--- src/rtl/sram_arbiter.sv ---
// SRAM arbiter: shares one synchronous-read SRAM port between a CRTC DMA
// burst engine and a CPU. DMA bursts have priority, but after MAX_HOLD
// consecutive bytes a pending CPU access is slotted in before the burst resumes.
module sram_arbiter #(
    parameter int unsigned MAX_HOLD = 16
) (
    input  logic        clk,
    input  logic        reset,
    input  logic        dma_req,
    input  logic [15:0] dma_base,
    input  logic [7:0]  dma_len,
    output logic        dma_ack,
    output logic        dma_valid,
    output logic        dma_done,
    input  logic        cpu_mreq,
    input  logic        cpu_rd,
    input  logic        cpu_wr,
    input  logic [15:0] cpu_adr,
    input  logic [7:0]  cpu_din,
    output logic        cpu_wait,
    output logic [15:0] ram_adr,
    output logic        ram_we,
    output logic [7:0]  ram_wdata
);

    localparam logic [2:0] IDLE     = 3'd0;
    localparam logic [2:0] CPU_ACC  = 3'd1;
    localparam logic [2:0] CPU_DONE = 3'd2;
    localparam logic [2:0] DMA_RUN  = 3'd3;
    localparam logic [2:0] DMA_TAIL = 3'd4;
    localparam logic [2:0] DMA_GAP  = 3'd5;

    localparam logic [7:0] HOLD_LIMIT = 8'(MAX_HOLD);

    logic [2:0]  state_q, state_d;
    logic [15:0] addr_q, addr_d;        // next DMA address to issue
    logic [8:0]  rem_q, rem_d;          // DMA bytes still to issue (1..256)
    logic [7:0]  hold_q, hold_d;        // DMA bytes since burst start / last CPU slot
    logic        armed_q, armed_d;      // one CPU access per cpu_mreq assertion
    logic        from_gap_q, from_gap_d;
    logic        valid_q;
    logic [15:0] ram_adr_q;

    logic        cpu_req;
    logic        last_byte;
    logic [7:0]  hold_inc;
    logic        hold_hit;

    assign cpu_req   = cpu_mreq & (cpu_rd | cpu_wr) & armed_q;
    assign last_byte = (rem_q == 9'd1);
    // Saturate so a long burst with no CPU demand cannot wrap the hold count.
    assign hold_inc  = (hold_q >= HOLD_LIMIT) ? hold_q : hold_q + 8'd1;
    assign hold_hit  = (hold_inc >= HOLD_LIMIT);

    // Next-state, burst address/count and hold-count logic.
    always_comb begin
        state_d    = state_q;
        addr_d     = addr_q;
        rem_d      = rem_q;
        hold_d     = hold_q;
        from_gap_d = from_gap_q;
        case (state_q)
            IDLE: begin
                if (dma_req) begin
                    state_d = DMA_RUN;
                    addr_d  = dma_base;
                    rem_d   = (dma_len == 8'd0) ? 9'd256 : {1'b0, dma_len};
                    hold_d  = 8'd0;
                end else if (cpu_req) begin
                    state_d    = CPU_ACC;
                    from_gap_d = 1'b0;
                end
            end
            CPU_ACC: begin
                state_d = CPU_DONE;
            end
            CPU_DONE: begin
                from_gap_d = 1'b0;
                if (from_gap_q && (rem_q != 9'd0)) begin
                    state_d = DMA_RUN;
                    hold_d  = 8'd0;
                end else begin
                    state_d = IDLE;
                end
            end
            DMA_RUN: begin
                addr_d = addr_q + 16'd1;
                rem_d  = rem_q - 9'd1;
                hold_d = hold_inc;
                if (last_byte) begin
                    state_d = DMA_TAIL;
                end else if (hold_hit && cpu_req) begin
                    state_d = DMA_GAP;
                end
            end
            DMA_TAIL: begin
                state_d = IDLE;
            end
            DMA_GAP: begin
                state_d    = CPU_ACC;
                from_gap_d = 1'b1;
            end
            default: begin
                state_d = IDLE;
            end
        endcase
    end

    // Arm flag: cleared when the CPU access is taken, re-armed once cpu_mreq drops.
    always_comb begin
        armed_d = armed_q;
        if ((state_d == CPU_ACC) && (state_q != CPU_ACC)) begin
            armed_d = 1'b0;
        end else if (!cpu_mreq) begin
            armed_d = 1'b1;
        end
    end

    // State and datapath registers.
    always_ff @(posedge clk or posedge reset) begin
        if (reset) begin
            state_q    <= IDLE;
            addr_q     <= 16'h0000;
            rem_q      <= 9'd0;
            hold_q     <= 8'd0;
            armed_q    <= 1'b1;
            from_gap_q <= 1'b0;
            valid_q    <= 1'b0;
            ram_adr_q  <= 16'h0000;
        end else begin
            state_q    <= state_d;
            addr_q     <= addr_d;
            rem_q      <= rem_d;
            hold_q     <= hold_d;
            armed_q    <= armed_d;
            from_gap_q <= from_gap_d;
            // SRAM data for a DMA address appears one cycle after it is issued.
            valid_q    <= (state_q == DMA_RUN);
            ram_adr_q  <= ram_adr;
        end
    end

    // SRAM port mux; the address holds its last value when no one owns the port.
    always_comb begin
        ram_adr = ram_adr_q;
        ram_we  = 1'b0;
        case (state_q)
            CPU_ACC: begin
                ram_adr = cpu_adr;
                ram_we  = cpu_wr;
            end
            DMA_RUN: begin
                ram_adr = addr_q;
            end
            default: begin
                ram_adr = ram_adr_q;
            end
        endcase
    end

    assign ram_wdata = cpu_din;
    assign dma_valid = valid_q;
    assign dma_done  = (state_q == DMA_TAIL);
    // Ack covers the whole burst, including a CPU slot borrowed from the middle.
    assign dma_ack   = (state_q == DMA_RUN) || (state_q == DMA_TAIL) || (state_q == DMA_GAP) ||
                       (((state_q == CPU_ACC) || (state_q == CPU_DONE)) && from_gap_q);
    // Gated by reset so the CPU is never stalled while the arbiter is held in reset.
    assign cpu_wait  = ~reset & ((state_q == CPU_ACC) || (cpu_req && (state_q != CPU_DONE)));

endmodule
--- config.mk ---
export PLATFORM = sky130hd
export DESIGN_NAME = sram_arbiter
export DESIGN_NICKNAME = d
export VERILOG_FILES = /design/src/rtl/sram_arbiter.sv
export SDC_FILE = /design/constraint.sdc
export NUM_CORES = 1
export LEC_CHECK = 0
export CAP_MARGIN = 20
export CORE_MARGIN = 10
export CORE_UTILIZATION = 40
export CTS_BUF_LIST = sky130_fd_sc_hd__clkbuf_8
export DETAILED_ROUTE_END_ITERATION = 12
export PLACE_DENSITY_LB_ADDON = 0.2
export SLEW_MARGIN = 20
export SYNTH_ARGS = -nofsm -noshare
export SYNTH_HDL_FRONTEND = slang
export SYNTH_SLANG_ARGS = --single-unit
--- constraint.sdc ---
create_clock -name clk -period 3 [get_ports clk]
set_input_delay 0.6 -clock clk [delete_from_list [all_inputs] [get_ports clk]]
set_output_delay 0.6 -clock clk [all_outputs]
set_load 0.02 [all_outputs]
==> Yosys cells after proc, flatten, opt, wreduce, memory -nomap -nowiden <==
Index checks and enable logic that the tools add are counted.
{ "word_totals": {"register_bits": 55, "output_inout_bits": 29, "word_cells": 73, "inputBits": 54} }
{ "classes": {"n_bitwise": 5, "eq_ne": 14, "n_reduce_logical": 19, "magnitude_cmp": 2, "mux": 22, "n_addsub": 3} }
{ "ops": {"columns": ["op", "n"], "rows": [
  ["16-bit one-hot mux with 2 select lines", 2],
  ["8-bit 2-to-1 mux", 3],
  ["8-bit one-hot mux with 3 select lines", 1],
  ["9-bit 2-to-1 mux", 2],
  ["9-bit one-hot mux with 2 select lines", 1],
  ["16-bit by 1-bit adder with 16-bit output, second input constant", 1],
  ["8-bit by 5-bit >= comparator with 1-bit output, second input constant", 2],
  ["16-bit 2-to-1 mux", 1],
  ["3-bit one-hot mux with 5 select lines", 1],
  ["3-bit 2-to-1 mux", 4],
  ["9-bit by 1-bit equality test with 1-bit output, second input constant", 1],
  ["9-bit nonzero test", 1],
  ["9-bit by 1-bit subtractor with 9-bit output, second input constant", 1],
  ["8-bit by 1-bit adder with 8-bit output, second input constant", 1],
  ["8-bit logical NOT", 1],
  ["2-bit inequality test, second input constant", 4],
  ["3-bit by 1-bit equality test with 1-bit output, second input constant", 2],
  ["3-bit by 2-bit equality test with 1-bit output, second input constant", 2],
  ["3-bit equality test, second input constant", 2],
  ["3-bit AND reduction", 2],
  ["3-bit nonzero test", 2],
  ["1-bit logical AND", 5],
  ["1-bit logical OR", 5],
  ["1-bit 2-to-1 mux", 5],
  ["other kinds (11)", 13]
]} }

==> Longest topological paths before layout <==
Gate-level depths: netlist of run 1.
{ "depth": {"depth_word": 10, "depth_mapped": 7, "depth_no_buf": 5} }

==> Worst setup path before layout of run 1 <==
OpenSTA, ideal clock, no wires.
{ "synth_timing": {"path_kind": "register to output", "startpoint": "register state_q[1]", "endpoint": "output ram_adr[5]", "stages_incl_launch_ff": 5, "slack_ns": 0.756, "t_required_ns": 2.400, "t_arrival_ns": 1.644, "n_path_buf": 2, "cell_sequence": "dfrtp_1 clkbuf_1 buf_2 mux2i_1 o21ai_0"} }
{ "synth_via": {"elab_chain_cells": 2, "elab_cells_between_ends": 3, "cone_classes": "eq/ne (2); mux (1)"} }
{ "synth_lines": {"columns": ["element", "line_no", "rtl"], "rows": [
  ["from (decl)", "35", "logic [2:0] state_q, state_d;"],
  ["from (signal assigned)", "131", "state_q <= state_d;"],
  ["3-bit by 2-bit equality test with 1-bit output / 3-bit by 1-bit equality test with 1-bit output (equally long branches)", "147", "case (state_q)"],
  ["16-bit one-hot mux with 2 select lines *", "147", null],
  ["to (decl)", "21", "output logic [15:0] ram_adr,"]
]} }
Every way passes the cells marked *; elsewhere a longest branch is shown, timed or not.

==> Worst setup path in the final report of run 1 <==
{ "layout_timing": {"startpoint": "input cpu_mreq", "endpoint": "output cpu_wait"} }
{ "layout_via": {"elab_chain_cells": 5} }
{ "layout_lines": {"columns": ["element", "line_no", "rtl"], "rows": [
  ["from (decl)", "15", "input logic cpu_mreq,"],
  ["1-bit AND (2 in a row)", "49", "assign cpu_req = cpu_mreq & (cpu_rd | cpu_wr) & armed_q;"],
  ["1-bit logical AND", "168", "assign cpu_wait = ~reset & ((state_q == CPU_ACC) || (cpu_req && (state_q != CPU_DONE)));"],
  ["1-bit logical OR", "168", null],
  ["1-bit AND", "168", null],
  ["to (decl)", "20", "output logic cpu_wait,"]
]} }
No other way between the ends.

==> reports/metrics.yaml, run 1 <==
worst_setup_path:
  worstPathArrival_ns: 2.24
  critical_path_required_ns: 2.40
  crit_fanout: 5
  start_kind: "input port"
  critical_path.max_stage_delay_ns: 0.61
  worstPathCellList: "clkdlybuf4s50_1 -> o211ai_1 -> buf_4 -> a21oi_1 -> nor2_1 -> nor2_1 -> clkdlybuf4s50_1"
  end_kind: "primary output"
  path_delay_family: "buffers and inverters"
  crit_buf_inv: 3
  path_class: "input port to primary output"
  crit_slowest_cell: "clkdlybuf4s50_1"
synth:
  postSynthAreaPerCell_um2: 9.02
  ys_types: 55
  synth_ff_type: "dfrtp_1"
  syn_nets: 403
  netlist_area_mm2: 0.00310
  synth-seq-cells: 55
  async_reset_ff_frac: 1.00
  synth_edf_count: 0
  postSynthCellCount: 344
  yosysWarningCount: 0
  synth.yosys.seq_area_share: 0.444
timing:
  setup_tns_ns: 0
  max-slew-margin-rel: 0.522
  rsz0062_at_grt: "no"
  fmax_mhz: 353
  fin_skew_ns: 0.00797
  setup_violations: 0
  fin_crit_ns: 2.84
  tightest_slew_ns: 0.717
  maxSlewViolCount: 0
  hold_viol_final: 0
  fin_crit_sh: 0.945
power_and_ir_drop:
  power_frac_seq: 0.338
  p_per_area_mw_per_mm2: 1040
  p_leak_uw: 0.00164
  p_sw_uw: 1820
  cellInternalPower_uw: 2300
  clock_power_share: 0.125
  p_comb_frac: 0.537
  vdd_drop_max_mv: 0.536
  swShare: 0.441
cts:
  clkSlewWorstSetupHoldPaths_ns: 0.10
  htreeDepth: 2
  cts_tree: "done"
  cts.path.max_buffers: 2
  postCtsSetupRepairBufs: 0
  postCtsHoldBufs: 0
  clock-root-buffer: "clkbuf_8"
  clock_latency_ns: 0.30
  cts_buffers: 5
  cts_sinks: 55
  post_cts_resize_count: 0
die:
  fp.coreArea_mm2: 0.00765
  initial_core_util: 0.406
  die_w_um: 108
  die_area_mm2: 0.0117
  die_h_um: 108
  io_pins: 83
  rows: 32
cells_and_area:
  finalNetCount: 460
  layout_common_cells: "clkdlybuf4s50_1 (66), dfrtp_1 (54), nand2_1 (42)"
  layout_commonest_cell: "clkdlybuf4s50_1"
  final_area_mm2: 0.00396
  drive_above_1_share: 0.0796
  diodes: 0
  area_growth_pct: 27.6
outcome:
  status: "finished clean"
routing:
  drt_pass1_iterations: 5
  drt-initial-drc-count: 142
  dr_total_vias: 2802
  via_per_inst: 5.56
  drt_wl_total_um: 8700
  drc_errors: 0
  drtAntennaViolNets: 0
  wl_per_cell_um: 17.3
grt:
  grt_pass1_vias: 2752
  track_usage: 0.148
  grt_max_degree: 56
  overflow: 0
  grt_pass1_wl_um: 14100
  antenna_found_initial: 0
placement:
  routabilityCongestion: 0.811
  dp_hpwl_um: 6300
  port_buffers: 66
  placed_cell_area_mm2: 0.00382
worst_hold_path:
  min_path_type: "register to register"
flow_run:
  maxCapViolCount: 0
registers in the layout, indices dropped and copies added (netlist names):
name        cells
addr_q         16
armed_q         1
dma_valid       1
from_gap_q      1
hold_q          8
ram_adr_q      16
rem_q           9
state_q         3
layout make-up:
class	instances	area [um^2]
fill	724	3690
inverter	10	37.5
timing repair buffer	79	771
sequential	55	1380
clock inverter	2	35.0
multi-input combinational	250	1530
tap	102	128
clock buffer	6	82.6
per-layer routing:
metal	share of wire	track usage
met1	0.49	0.213
met3	0.060	0.0339
met5	0	0
met2	0.44	0.218
met4	0.0072	0.0353
power groups by stage:
stage	clock, uW	sequential [uW]	combinational (uW)
3_5_place_dp	0	1400	2210
5_1_grt	561	1440	2440
2_1_floorplan	0	1290	1500
3_3_place_gp	0	1390	2180
6_report	515	1390	2210
4_1_cts	524	1380	2210
Yosys cell counts, types with 2 or more instances:
master	n	area share
a221o_1	4	0.013
nor2_1	26	0.031
a21oi_1	21	0.034
nor4b_2	2	0.0097
mux2i_1	18	0.058
inv_1	10	0.012
and4_1	3	0.0085
o211ai_1	3	0.0073
o22ai_1	4	0.0081
a2bb2oi_1	3	0.0085
o21ai_0	25	0.040
nand3_1	14	0.023
buf_2	6	0.0097
a311oi_1	2	0.0056
nor4_1	7	0.014
and2_1	5	0.010
dfrtp_1	54	0.44
or3_1	2	0.0040
nand4_1	7	0.014
o21a_1	5	0.012
o311ai_0	2	0.0056
ha_1	5	0.020
nor3_1	11	0.018
and3_1	2	0.0040
nand2_1	42	0.051
a31oi_1	8	0.016
buf_4	10	0.024
clkbuf_1	12	0.015
nor3b_1	2	0.0048
a211oi_1	3	0.0073
nor2b_1	2	0.0040
logic make-up after synthesis:
kind of cell / count (synthesis) / synth area share
buffers and inverters: 39 / 0.0641
DFF: 55 / 0.444
and+or+nand+nor: 134 / 0.220
AOI/OAI and AO/OA: 93 / 0.194
muxes: 18 / 0.0581
adders and majority gates: 5 / 0.0202
worst paths after layout:
path	slack, ns	to	from	depth (start not counted)
min reg2reg	0.48	armed_q$_DFFE_PP1P_	armed_q$_DFFE_PP1P_	2
max in group asynchronous	1.68	hold_q[5]$_DFFE_PP0P_	reset	3
min in group asynchronous	0.84	hold_q[0]$_DFFE_PP0P_	reset	3
min	0.48	armed_q$_DFFE_PP1P_	armed_q$_DFFE_PP1P_	2
max	0.16	cpu_wait	cpu_mreq	7
max reg2reg	0.87	rem_q[8]$_DFFE_PP0P_	state_q[1]$_DFF_PP0_	5
tightest hold or removal path: cells and delay by family, from the launching register on:
| family | cells | cell delay (ns) |
|---|---|---|
| DFF | 1 | 0.39 |
| AOI/OAI and AO/OA | 1 | 0.05 |
| buffers and inverters | 1 | 0.05 |
stage by stage:
stage | std cells | setup WS, ns | power, uW | hold WS, ns | utilization
2_1_floorplan | 344 | 0.756 | 2780 | 0.437 | -
3_3_place_gp | 494 | 0.233 | 3570 | 0.453 | 0.500
3_5_place_dp | 494 | 0.180 | 3610 | 0.461 | 0.500
4_1_cts | 502 | 0.174 | 4120 | 0.476 | 0.515
5_1_grt | 504 | 0.0162 | 4440 | 0.508 | 0.517
6_report | 504 | 0.165 | 4120 | 0.477 | 0.517
Note: power is estimated with default switching activity, not from simulation.
==> inputs of run 2 (changes only) <==
--- a/config.mk
+++ b/config.mk
@@ -6,11 +6,12 @@
 export NUM_CORES = 1
 export LEC_CHECK = 0
 export CAP_MARGIN = 20
-export CORE_MARGIN = 10
+export CORE_MARGIN = 2
 export CORE_UTILIZATION = 40
 export CTS_BUF_LIST = sky130_fd_sc_hd__clkbuf_8
 export DETAILED_ROUTE_END_ITERATION = 12
 export PLACE_DENSITY_LB_ADDON = 0.2
+export RECOVER_POWER = 50
 export SLEW_MARGIN = 20
 export SYNTH_ARGS = -nofsm -noshare
 export SYNTH_HDL_FRONTEND = slang
==> run 2 against run 1 <==
Sequential power barely moved; global-route usage rose by 4.7 points; clock skew rose by 0.0013 ns; combinational power fell by 3%; highest routed layer unchanged; cell area fell by 0.35%; die area fell by 27%; critical path type unchanged; utilization rose by 0.091 points; worst hold slack barely moved; maximum frequency rose by 2.7%; final cell count did not move; critical endpoint unchanged.
==> reports/metrics.yaml, run 2 (synthesis gave the netlist of run 1 again) <==
power_and_ir_drop:
  p_sw_uw: 1770
  clock_power_share: 0.126
  p_per_area_mw_per_mm2: 1030
  vdd_drop_max_mv: 0.539
  p_leak_uw: 0.00164
  swShare: 0.437
  cellInternalPower_uw: 2290
  power_uw: 4060
  p_comb_frac: 0.528
  power_frac_seq: 0.346
worst_setup_path:
  start_kind: "input port"
  worstPathCellList: "clkdlybuf4s50_1 -> o211ai_1 -> a21oi_1 -> nor2_1 -> nor2_1 -> clkdlybuf4s50_1"
  rr_worst_depth: 5
  critical_path.max_stage_delay_ns: 0.61
  crit_buf_inv: 2
  end_kind: "primary output"
  path_class: "input port to primary output"
  reg2reg_from: "state_q[1]$_DFF_PP0_"
  critical_path_required_ns: 2.40
  rr_endpoint: "rem_q[8]$_DFFE_PP0P_"
  crit_slowest_cell: "clkdlybuf4s50_1"
  r2r_setup_slack_ns: 0.76
  crit_fanout: 3
  path_delay_family: "buffers and inverters"
  worstPathArrival_ns: 2.16
placement:
  port_buffers: 66
  dp_hpwl_um: 5850
  routabilityCongestion: 0.836
  place_ws_ns: 0.225
timing:
  whs_ns: 0.477
  hold_viol_final: 0
  fmax_mhz: 362
  setup_ws_ns: 0.239
  max-slew-margin-rel: 0.338
  maxSlewViolCount: 0
  tightest_slew_ns: 0.993
  fin_crit_ns: 2.76
  fin_crit_sh: 0.920
  fin_skew_ns: 0.00932
  setup_violations: 0
  rsz0062_at_grt: "no"
  setup_tns_ns: 0
die:
  fp.coreArea_mm2: 0.00761
  die_h_um: 92.1
  rows: 32
  die_area_mm2: 0.00848
  initial_core_util: 0.408
  die_w_um: 92.1
  io_pins: 83
routing:
  dr_total_vias: 2774
  drt_pass1_iterations: 5
  via_per_inst: 5.50
  drt_wl_total_um: 7890
  drtAntennaViolNets: 0
  wl_per_cell_um: 15.7
  drc_errors: 0
  drt-initial-drc-count: 188
cts:
  cts.path.max_buffers: 2
  htreeDepth: 2
  clock_latency_ns: 0.31
  clock-root-buffer: "clkbuf_8"
  postCtsSetupRepairBufs: 0
  cts_buffers: 5
  clkSlewWorstSetupHoldPaths_ns: 0.09
  postCtsHoldBufs: 0
  cts_tree: "done"
  cts_sinks: 55
cells_and_area:
  fin_util: 0.518
  drive_above_1_share: 0.0796
  area_growth_pct: 27.1
  layout_commonest_cell: "clkdlybuf4s50_1"
  multi_input_area_mm2: 0.00153
  finalNetCount: 460
  fillers: 717
  layout_common_cells: "clkdlybuf4s50_1 (65), dfrtp_1 (53), nand2_1 (42)"
  largestRegisters: "addr_q (16), ram_adr_q (16), rem_q (9)"
  diodes: 0
  regArea_mm2: 0.00138
flow_run:
  maxCapViolCount: 0
grt:
  track_usage: 0.195
  grt_max_degree: 41
  grt_pass1_wl_um: 13300
  grt_pass1_vias: 2642
  antenna_found_initial: 0
  overflow: 0
worst_hold_path:
  min_path_type: "register to register"
  min-delay-start: "armed_q$_DFFE_PP1P_"
  hold_path_end: "armed_q$_DFFE_PP1P_"
  hold_depth: 2
outcome:
  status: "finished clean"
## run 2: per-stage QoR
step | instance area [um^2] | instances
finish | 3940 | 504
global route | 3940 | 504
CTS | 3960 | 504
detailed placement | 3840 | 496
global placement | 3840 | 496
floorplan | 3100 | 344
## run 2: power groups by stage
stage	sequential [uW]	clock, uW	combinational (uW)
after CTS	1400	528	2160
after global placement	1400	0	2130
after detailed placement	1420	0	2160
final	1410	510	2150
after floorplan	1290	0	1500
after global routing	1460	557	2370
## run 2: layer usage
| layer | GRT usage | share of wire | up-vias |
|---|---|---|---|
| met1 | 0.294 | 0.49 | 1293 |
| met3 | 0.0304 | 0.059 | 7 |
| met4 | 0.0585 | 0.012 | 0 |
| met5 | 0 | 0 | - |
| met2 | 0.286 | 0.44 | 102 |
| li1 | - | - | 1372 |
## run 2: tightest hold or removal path: cells and delay by family, from the launching register on
kind	cells	cell delay [ns]
AOI/OAI and AO/OA	1	0.05
buffers and inverters	1	0.05
DFF	1	0.38
## run 2: what timing repair did
item | 4_1_cts | 5_1_grt
gates resized for setup | 0 | 1
endpoints found under the hold margin | 0 | 0
endpoints found under the setup margin | 0 | 2
## run 2: worst max-delay path by stage
stage                   to  depth (start not counted)            startpoint  slack (ns)
2_1_floorplan   ram_adr[5]                          4  state_q[1]$_DFF_PP0_        0.76
3_3_place_gp      cpu_wait                          6              cpu_mreq        0.30
3_5_place_dp      cpu_wait                          6              cpu_mreq        0.23
4_1_cts         ram_adr[9]                          4  state_q[1]$_DFF_PP0_        0.15
5_1_grt        ram_adr[12]                          4  state_q[1]$_DFF_PP0_        0.12
6_report          cpu_wait                          6              cpu_mreq        0.24
## run 2: layout make-up
cell class	count	share of cell area
multi-input combinational	250	0.387
clock inverter	2	0.00889
sequential	55	0.350
timing repair buffer	79	0.192
clock buffer	6	0.0209
inverter	10	0.00952
tap	102	0.0324
